## config.mk

```make
export PLATFORM = sky130hd
export DESIGN_NAME = param_rr_arbiter
export DESIGN_NICKNAME = d
export VERILOG_FILES = /design/src/rtl/param_rr_arbiter.sv
export SDC_FILE = /design/constraint.sdc
export NUM_CORES = 1
export LEC_CHECK = 0
export ABC_CLOCK_PERIOD_IN_PS = 2800
export BUFFER_PORTS_ARGS = -buffer_cell sky130_fd_sc_hd__buf_2
export CAP_MARGIN = 20
export CELL_PAD_IN_SITES_DETAIL_PLACEMENT = 0
export CELL_PAD_IN_SITES_GLOBAL_PLACEMENT = 1
export CORE_UTILIZATION = 38
export DETAILED_ROUTE_END_ITERATION = 16
export GPL_TIMING_DRIVEN = 0
export HOLD_SLACK_MARGIN = 0.15
export PLACE_DENSITY = 0.69
export SLEW_MARGIN = 15
export SYNTH_ARGS = -nofsm -noshare
export SYNTH_HDL_FRONTEND = slang
export SYNTH_SLANG_ARGS = --single-unit
```

## constraint.sdc

```tcl
create_clock -name clk -period 2.8 [get_ports clk]
set_input_delay 0.56 -clock clk [delete_from_list [all_inputs] [get_ports clk]]
set_output_delay 0.56 -clock clk [all_outputs]
set_load 0.03 [all_outputs]
```

## src/rtl/param_rr_arbiter.sv

```systemverilog
// param_rr_arbiter: N-way registered fixed-priority / round-robin arbiter with hold-time limit.
// Optional grant_id output enabled by defining ARB_GRANT_ID_EN.
module param_rr_arbiter #(
    parameter int N        = 4,
    parameter int MAX_HOLD = 4
) (
    input  logic         clk,
    input  logic         rst,
    input  logic [N-1:0] req,
    input  logic         rr_mode,
    output logic [N-1:0] grant,
    output logic         grant_valid
`ifdef ARB_GRANT_ID_EN
    ,
    output logic [$clog2(N)-1:0] grant_id
`endif
);
    localparam int PW = $clog2(N);
    localparam int HW = (MAX_HOLD > 0) ? $clog2(MAX_HOLD + 1) : 1;
    localparam logic [HW-1:0] HMAX = HW'(MAX_HOLD);
    typedef enum logic {IDLE, GRANT} state_t;
    state_t        state;
    logic [PW-1:0] rr_ptr, win_idx;
    logic [HW-1:0] hold_cnt;
    logic [N-1:0]  cand, win_oh;
    logic          others, owner_req, hold_hit, found, arb;
    int            j;
    always_comb begin
        others    = |(req & ~grant);
        owner_req = |(req & grant);
        hold_hit  = (MAX_HOLD != 0) && (hold_cnt == HMAX);
        arb       = (state == IDLE) || !owner_req || (hold_hit && others);
        // forced hand-over excludes the current owner from the search
        cand      = (state == GRANT && owner_req && hold_hit) ? (req & ~grant) : req;
        win_idx   = '0;
        found     = 1'b0;
        win_oh    = '0;
        j         = 0;
        for (int i = 0; i < N; i++) begin
            j = rr_mode ? (int'(rr_ptr) + i) % N : i;
            if (!found && cand[j]) begin
                found      = 1'b1;
                win_idx    = PW'(j);
                win_oh[j]  = 1'b1;
            end
        end
    end
    always_ff @(posedge clk) begin
        if (rst) begin
            state       <= IDLE;
            grant       <= '0;
            grant_valid <= 1'b0;
            hold_cnt    <= '0;
            rr_ptr      <= '0;
`ifdef ARB_GRANT_ID_EN
            grant_id    <= '0;
`endif
        end else if (arb) begin
            state       <= found ? GRANT : IDLE;
            grant       <= win_oh;
            grant_valid <= found;
            hold_cnt    <= found ? HW'(1) : '0;
            if (found) rr_ptr <= (win_idx == PW'(N - 1)) ? '0 : win_idx + 1'b1;
`ifdef ARB_GRANT_ID_EN
            grant_id    <= found ? win_idx : '0;
`endif
        end else begin
            hold_cnt <= (MAX_HOLD == 0 || hold_hit) ? hold_cnt : hold_cnt + 1'b1;
        end
    end
endmodule

```

Word level (Yosys, flattened, before mapping)

Cells that the tools add are included.

Register bits: 11
Bits of input ports: 7
Output and inout bits: 5
Logic and storage cells: 95

$add $sub $neg: 5
Order comparisons: 8
Equality and inequality tests: 3
Muxes and demuxes: 42
Bitwise operators: 10
Reductions and logical operators: 22

Operator list:

| cell                | count |
|---|---|
| $ge 32x1->1 const B | 3 |
| $lt 32x4->1 const B | 3 |
| $mux 32             | 3 |
| $mux 4              | 5 |
| $mux 1              | 18 |
| $mux 2              | 6 |
| $or 4x4->4          | 3 |
| $logic_and 1x1->1   | 10 |
| $and 4x4->4         | 2 |
| $bmux 1 s2          | 4 |
| $demux 1 s2         | 4 |
| $reduce_or 4->1     | 2 |
| $mux 3              | 2 |
| $reduce_or 2->1     | 3 |
| $add 2x1->2 const B | 2 |
| $add 2x2->2 const B | 2 |
| $logic_not 1->1     | 4 |
| $not 4->4           | 1 |
| $add 3x1->3 const B | 1 |
| $and 1x1->1 const A | 3 |
| $eq 3x3->1 const B  | 1 |
| $lt 2x3->1 const B  | 1 |
| $eq 2x2->1 const B  | 1 |
| $ge 2x1->1 const B  | 1 |
| other kinds (4)     | 5 |

Longest topological paths before layout

Gate-level depths: netlist of the first run.

Depth after elaboration: 20
Depth in mapped cells: 9
Gate-level depth less buffers: 8

Least setup slack after synthesis of the first run

Ideal clock, no wire load.

Path type: input-to-reg
From: in rr_mode
To: reg rr_ptr[1]
Library setup time: 0.096 ns
Arrival: 1.998 ns
Required time: 2.704 ns
Path slack: 0.706 ns
Stages on the path: 7
Path buffers: 1
Cell sequence: buf_4 > nand2_4 > mux2_4 > a41o_1 > a41oi_2 > o221ai_2 > o41ai_2

Cells in the longest elaborated chain, start to end: 16
Elaborated cells between the ends (all ways): 34
Those cells by class: add/sub: 1; eq/ne: 1; mux: 25; reduce/logical: 7

Ends and longest elaborated chain:

| item                                       | line | RTL |
|---|---|---|
| from (decl)                                | 10   | `input logic rr_mode,` |
| $mux 2                                     | 40   | `j = rr_mode ? (int'(rr_ptr) + i) % N : i;` |
| $bmux 1 s2                                 | 41   | `if (!found && cand[j]) begin` |
| $mux 1 (implied by the code) (2 in series) | 41   |  |
| $mux 1                                     | 41   |  |
| $logic_not 1->1                            | 41   |  |
| $logic_and 1x1->1                          | 41   |  |
| $mux 1                                     | 41   |  |
| $logic_not 1->1                            | 41   |  |
| $logic_and 1x1->1                          | 41   |  |
| $mux 1                                     | 41   |  |
| $logic_not 1->1                            | 41   |  |
| $logic_and 1x1->1                          | 41   |  |
| $mux 2                                     | 41   |  |
| $add 2x1->2 or $eq 2x2->1 (tied branches)  | 63   | `if (found) rr_ptr <= (win_idx == PW'(N - 1)) ? '0 : win_idx + 1'b1;` |
| $mux 2                                     | 63   |  |
| to (signal assigned)                       | 63   |  |
| to (decl)                                  | 23   | `logic [PW-1:0] rr_ptr, win_idx;` |

Several ways; a longest one is shown, not always the timed one. The select of a mux whose other input is x is not followed.
A chain may end at the register's enable or synchronous reset.

Worst setup path after layout of the first run

From: reg hold_cnt[0]
To: reg rr_ptr[1]

Cells in the longest elaborated chain, start to end: 18
Elaborated cells between the ends (all ways): 35
Those cells by class: add/sub: 1; eq/ne: 2; mux: 22; reduce/logical: 10

Ends and longest elaborated chain:

| item                                       | line | RTL |
|---|---|---|
| from (decl)                                | 24   | `logic [HW-1:0] hold_cnt;` |
| from (signal assigned)                     | 62   | `hold_cnt <= found ? HW'(1) : '0;` |
| from (signal assigned)                     | 68   | `hold_cnt <= (MAX_HOLD == 0 \|\| hold_hit) ? hold_cnt : hold_cnt + 1'b1;` |
| $eq 3x3->1 (*)                             | 31   | `hold_hit = (MAX_HOLD != 0) && (hold_cnt == HMAX);` |
| $logic_and 1x1->1                          | 34   | `cand = (state == GRANT && owner_req && hold_hit) ? (req & ~grant) : req;` |
| $mux 4                                     | 34   |  |
| $bmux 1 s2                                 | 41   |  |
| $mux 1 (implied by the code) (2 in series) | 41   |  |
| $mux 1                                     | 41   |  |
| $logic_not 1->1                            | 41   |  |
| $logic_and 1x1->1                          | 41   |  |
| $mux 1                                     | 41   |  |
| $logic_not 1->1                            | 41   |  |
| $logic_and 1x1->1                          | 41   |  |
| $mux 1                                     | 41   |  |
| $logic_not 1->1                            | 41   |  |
| $logic_and 1x1->1                          | 41   |  |
| $mux 2                                     | 41   |  |
| $add 2x1->2 or $eq 2x2->1 (tied branches)  | 63   |  |
| $mux 2                                     | 63   |  |

Every way passes the cells marked *; elsewhere a longest branch is shown, timed or not. The select of a mux whose other input is x is not followed.

==> flow_summary.ini, run 1 <==
[status]
status = completed

[setup_path]
startpoint_type = flop
worst_setup_path_end_kind = flop
critPathBufInv = 1
critical_path_arrival_ns = 2.55
regToRegStartpoint = hold_cnt[0]
crit_chain = inv_1, ha_1, nand4_1, nand2_1, o2bb2ai_1, o211ai_1, o221ai_2, o41ai_2
cpLargestDelayFamily = compound AO/OA/AOI/OAI gates
worst_path_max_stage_delay_ns = 0.41
critPathLaunch = hold_cnt[0]
crit_fanout = 8
crit_slowest_cell = sky130_fd_sc_hd__o211ai_1
cp_data_required_time_ns = 2.97
crit_path_category = flop to flop

[clocking]
ctsLongestPathBuffers = 2
post_cts.resized_instances = 0
tritoncts.num_buffers = 3
cts.reportedPaths.clkPinSlew_ns = 0.07
cts_tree = yes
worst_skew_pair.late_latency_ns = 0.28
cts_htree_levels = 1
cts_sinks = 10
post_cts.repair.setup_buffers = 0
clockRootBuffer = sky130_fd_sc_hd__clkbuf_4
cts_hold_buffers = 0

[global_routing]
first_global_vias = 939
grt_overflow = 0
grt_use_total = 0.218
grt_max_degree = 11
initial_antenna_violation_count = 0
grt_pass1_wl_um = 4490

[route]
postRouteAntennaNets = 0
num_vias = 1119
routed_wl_um = 2910
violation_count_after_the_first_detailed_route_iteration = 36
firstDrtPassIters = 4
route.detailed.wl_per_inst_um = 16.8
drc = 0
routed_via_density = 6.47

[power_and_ir_drop]
power_density_mw_per_mm2 = 514
power.leakage_uw = 0.000453
max-vdd-ir-drop_mv = 0.347

[synth]
ys_seq_area_frac = 0.189
post_syn_area_mm2 = 0.00106
yosys_register_bits = 10
synthArstFlopShare = 0
synthCells = 129
synth_enable_flop_cells = 0
synth_cell_types = 58
ys_dominant_reg_cell = sky130_fd_sc_hd__dfxtp_1
syn-mean-instance-area_um2 = 8.22
total_nets_after_synthesis = 138
synth_warnings = 0

[layout]
flow.area_growth_from_synthesis_pct = 11.7
drive_gt1_frac = 0.259
final_core_util = 0.462
nets = 153
layoutNonFillerInstCount = 173
antenna_cells = 0

[die]
die_y_um = 54.8
fp.dieArea_mm2 = 0.00301
die_width_um = 54.8
standard_cell_row_count = 18
initial_core_util = 0.413
top_level_ports = 12
core_box_area_mm2 = 0.00257

[timing]
rsz_0062_raised_after_global_routing = no
setup-violations-final = 0
min_period_ns = 2.37
fin_crit_sh = 0.848
setup_total_negative_slack_ns = 0
fin_worst_skew_ns = 0.00631
worst_slew_margin_rel = 0.641
highest_clock_rate_mhz = 421
worst_max_slew_pin_slew_ns = 0.539
slew_violations = 0
final_number_of_hold_violating_endpoints = 0

[placed_design]
dpl.cell_count = 169
place_hpwl_um = 2190
routabilityCongestion = 0.820
place.port_buffers = 10

[worst_hold_path]
min-delay-start = grant[1]
min-delay-path-class = flop to flop

[run]
timing.max_cap.violations = 0
per-stage QoR:
stage                     hold slack, ns  setup slack (ns)  area (um^2)  total power [uW]
after floorplan                    0.556             0.706         1060               405
after global placement             0.563             0.534         1150               470
after detailed placement           0.588             0.515         1150               473
after CTS                          0.601             0.470         1180               609
after global routing               0.620             0.289         1180               645
final                              0.601             0.427         1180               609
cell families (layout without fill, tap and decap cells):
kind of cell               after synthesis  in the layout  share of synthesized area
adders and majority gates                2              2                     0.0236
muxes                                    3              3                     0.0330
and+or+nand+nor                         52             52                      0.283
AOI/OAI and AO/OA                       50             50                      0.423
DFF                                     10             10                      0.189
buffers and inverters                   12             26                     0.0483
power by group:
group / internal, uW / switching [uW] / total, uW
registers: 162 / 25.7 / 188
logic: 107 / 177 / 285
clock network: 79.2 / 56.8 / 136
total: 349 / 260 / 609
per-layer routing:
layer	global-route usage	vias to the layer above	part of all wire
met5	0	-	0
met4	0.0641	0	0.0041
met3	0.0611	2	0.065
met2	0.355	49	0.47
met1	0.275	527	0.46
li1	-	541	-
sequential cells by signal (all words and copies together) (netlist names):
| name | cells |
|---|---|
| rr_ptr | 2 |
| grant_valid | 1 |
| hold_cnt | 3 |
| grant | 4 |
worst register-to-register path, delay by kind of cell, from the launching register on:
family                     cells  cell delay (ns)
and+or+nand+nor                2             0.49
adders and majority gates      1             0.33
AOI/OAI and AO/OA              4             1.05
buffers and inverters          1             0.06
DFF                            1             0.34
placed cells by master (no fill, tap or decap), types with 5 or more instances in the layout:
| master | n |
|---|---|
| sky130_fd_sc_hd__a21oi_1 | 6 |
| sky130_fd_sc_hd__inv_1 | 5 |
| sky130_fd_sc_hd__nand2b_1 | 5 |
| sky130_fd_sc_hd__nand2_1 | 10 |
| sky130_fd_sc_hd__dfxtp_1 | 10 |
| sky130_fd_sc_hd__o211ai_1 | 5 |
| sky130_fd_sc_hd__o21ai_0 | 5 |
| sky130_fd_sc_hd__nor2_1 | 10 |
| sky130_fd_sc_hd__nand3_1 | 8 |
| sky130_fd_sc_hd__buf_2 | 12 |
path summary, 6_finish.rpt:
path	endpoint	slack (ns)	depth (start not counted)
worst max-delay path	rr_ptr[1]	0.43	8
worst min-delay path	grant[1]	0.60	2
worst max register to register	rr_ptr[1]	0.43	8
worst min register to register	grant[1]	0.60	2
cell usage after synthesis, types with 2 or more instances:
library cell,n,share of area
sky130_fd_sc_hd__nor2_1,10,0.035
sky130_fd_sc_hd__nand2_1,10,0.035
sky130_fd_sc_hd__buf_2,2,0.0094
sky130_fd_sc_hd__a21oi_1,6,0.028
sky130_fd_sc_hd__o211ai_1,5,0.035
sky130_fd_sc_hd__clkbuf_1,4,0.014
sky130_fd_sc_hd__a211oi_2,2,0.024
sky130_fd_sc_hd__nand3_1,8,0.038
sky130_fd_sc_hd__o21ai_1,3,0.014
sky130_fd_sc_hd__o21ai_0,5,0.024
sky130_fd_sc_hd__nand4_1,2,0.012
sky130_fd_sc_hd__o2111a_1,4,0.042
sky130_fd_sc_hd__ha_1,2,0.024
sky130_fd_sc_hd__nand3b_1,2,0.014
sky130_fd_sc_hd__dfxtp_1,10,0.19
sky130_fd_sc_hd__a22oi_1,2,0.014
sky130_fd_sc_hd__and2_1,2,0.012
sky130_fd_sc_hd__mux2i_1,2,0.019
sky130_fd_sc_hd__nand2b_1,5,0.029
sky130_fd_sc_hd__inv_1,5,0.018
cell type report:
type | count | area [um^2]
repair buffers | 10 | 50.0
fillers | 262 | 1380
inverters | 5 | 18.8
flip-flops and latches | 10 | 200
plain buffers | 7 | 32.5
well taps | 30 | 37.5
multi-input cells | 107 | 810
clock buffers | 4 | 36.3
(Power assumes the default switching activity.)
==> run 2, diff against run 1 <==
- ABC_CLOCK_PERIOD_IN_PS: 2800 -> 2200
- clock period: 2.8 -> 2.2 ns (I/O delays scaled with it)
==> run 2 against run 1 <==
  * Non-clock buffer count grew 1
  * Global-route usage grew 0.43 points
  * Hold slack lost 0.011 ns
  * Sequential share of layout area shrank 0.61 points
  * Worst setup slack lost 0.31 ns
  * Combinational power grew 32%
  * Maximum frequency grew 14%
  * Design area grew 5.1%
  * Largest power group unchanged
  * Highest routed layer unchanged
==> flow_summary.ini, run 2 (same netlist as run 1, synthesis figures left out) <==
[layout]
layout_common_cells = sky130_fd_sc_hd__buf_2, sky130_fd_sc_hd__nor2_1, sky130_fd_sc_hd__nand2_1, sky130_fd_sc_hd__nand3_1, sky130_fd_sc_hd__dfxtp_1
mostFrequentLayoutCell = sky130_fd_sc_hd__buf_2
layoutNonFillerInstCount = 174
nets = 154
flow.area_growth_from_synthesis_pct = 17.3
reg.largest.list = grant (4), hold_cnt (3), rr_ptr (2)
final_core_util = 0.485
antenna_cells = 0
top_register = grant
drive_gt1_frac = 0.319
num-fill-cells = 263
max_reg_flops = 4

[setup_path]
cp_data_required_time_ns = 2.39
startpoint_type = flop
worst_setup_path_end_kind = flop
critical_path_arrival_ns = 2.28
crit_fanout = 8
crit_path_category = flop to flop

[placed_design]
routabilityCongestion = 0.820
place_hpwl_um = 2190
place.port_buffers = 10
dpl.cell_count = 169

[die]
initial_core_util = 0.413
die_width_um = 54.8
core_box_area_mm2 = 0.00257
fp.dieArea_mm2 = 0.00301
top_level_ports = 12
die_y_um = 54.8
standard_cell_row_count = 18

[power_and_ir_drop]
clkPwrFrac = 0.215
power_switching_share = 0.428
max-vdd-ir-drop_mv = 0.438
p_seq_frac = 0.307
p_sw_uw = 338
p_comb_frac = 0.477
power.leakage_uw = 0.000460
power_density_mw_per_mm2 = 635
cell_internal_pwr_uw = 452

[timing]
final_number_of_hold_violating_endpoints = 0
slew_violations = 0
min_period_ns = 2.09
worst_slew_margin_rel = 0.656
highest_clock_rate_mhz = 479
fin_worst_skew_ns = 0.00699
fin_crit_sh = 0.948
worst_max_slew_pin_slew_ns = 0.516
setup-violations-final = 0

[worst_hold_path]
min-delay-path-class = flop to flop

[route]
num_vias = 1102
routed_via_density = 6.33
violation_count_after_the_first_detailed_route_iteration = 39
drc = 0
route.detailed.wl_per_inst_um = 17.4
firstDrtPassIters = 4
postRouteAntennaNets = 0
routed_wl_um = 3040

[clocking]
cts.reportedPaths.clkPinSlew_ns = 0.07
cts_sinks = 10
cts_htree_levels = 1
clockRootBuffer = sky130_fd_sc_hd__clkbuf_4
cts_hold_buffers = 0
worst_skew_pair.late_latency_ns = 0.27
ctsLongestPathBuffers = 2
tritoncts.num_buffers = 3
cts_tree = yes

[global_routing]
grt_use_total = 0.222
first_global_vias = 960
initial_antenna_violation_count = 0
grt_overflow = 0
grt_pass1_wl_um = 4570
grt_max_degree = 11

[run]
timing.max_cap.violations = 0

[status]
status = completed
-- run 2: cell types whose count changed in the layout (fill, tap and decap cells not counted), sizes merged --
cell    previous run  this run
buf               13        15
clkbuf             8         7
-- run 2: layer usage --
metal  track usage  up-vias  wire [um]
met5             0        -          0
met3        0.0639        6        152
met1         0.277      528       1420
met2         0.359       30       1420
li1              -      538          -
met4        0.0769        0         42
-- run 2: path summary, 6_finish.rpt --
kind / from / endpoint / slack, ns / cells after the start
min reg2reg: hold_cnt[0] / hold_cnt[0] / 0.59 / 3
max reg2reg: hold_cnt[0] / rr_ptr[0] / 0.11 / 9
max: hold_cnt[0] / rr_ptr[0] / 0.11 / 9
min: hold_cnt[0] / hold_cnt[0] / 0.59 / 3
-- run 2: through the flow --
| step | TNS, ns | setup slack [ns] | power (uW) | hold WS [ns] | cell area, um^2 |
|---|---|---|---|---|---|
| after floorplan | 0 | 0.153 | 515 | 0.556 | 1060 |
| after global placement | -0.214 | -0.0662 | 598 | 0.563 | 1150 |
| after detailed placement | -0.169 | -0.0748 | 602 | 0.588 | 1150 |
| after CTS | 0 | 0.0258 | 780 | 0.582 | 1210 |
| after global routing | -0.0224 | -0.0224 | 840 | 0.620 | 1240 |
| final | 0 | 0.114 | 790 | 0.591 | 1240 |
-- run 2: area by class of cell --
type	instances	area (um^2)	share of cell area
Tap cell	30	37.5	0.0302
Clock buffer	4	36.3	0.0291
Multi-Input combinational cell	107	856	0.687
Inverter	5	18.8	0.0151
Sequential cell	10	203	0.163
Buffer	6	28.8	0.0231
Timing Repair Buffer	12	65.1	0.0523
-- run 2: power groups by stage --
stage / registers (uW) / logic (uW) / clock network (uW)
final: 243 / 377 / 170
after global routing: 247 / 412 / 181
after CTS: 239 / 367 / 174
after detailed placement: 243 / 360 / 0
after global placement: 241 / 357 / 0
after floorplan: 263 / 252 / 0
-- run 2: critical path: stages, from the launching register on --
cell	delay (ns)
sky130_fd_sc_hd__dfxtp_2	0.36
sky130_fd_sc_hd__inv_2	0.05
sky130_fd_sc_hd__ha_4	0.19
sky130_fd_sc_hd__and4_4	0.22
sky130_fd_sc_hd__nand2b_4	0.18
sky130_fd_sc_hd__o32ai_4	0.28
sky130_fd_sc_hd__o211ai_1	0.18
sky130_fd_sc_hd__buf_4	0.19
sky130_fd_sc_hd__a311o_1	0.26
sky130_fd_sc_hd__o211ai_1	0.09
-- run 2: repair_timing --
item	in CTS	in global routing
setup endpoints to repair	4	6
pin swaps	3	3
setup buffers	2	0
resized for setup	4	6
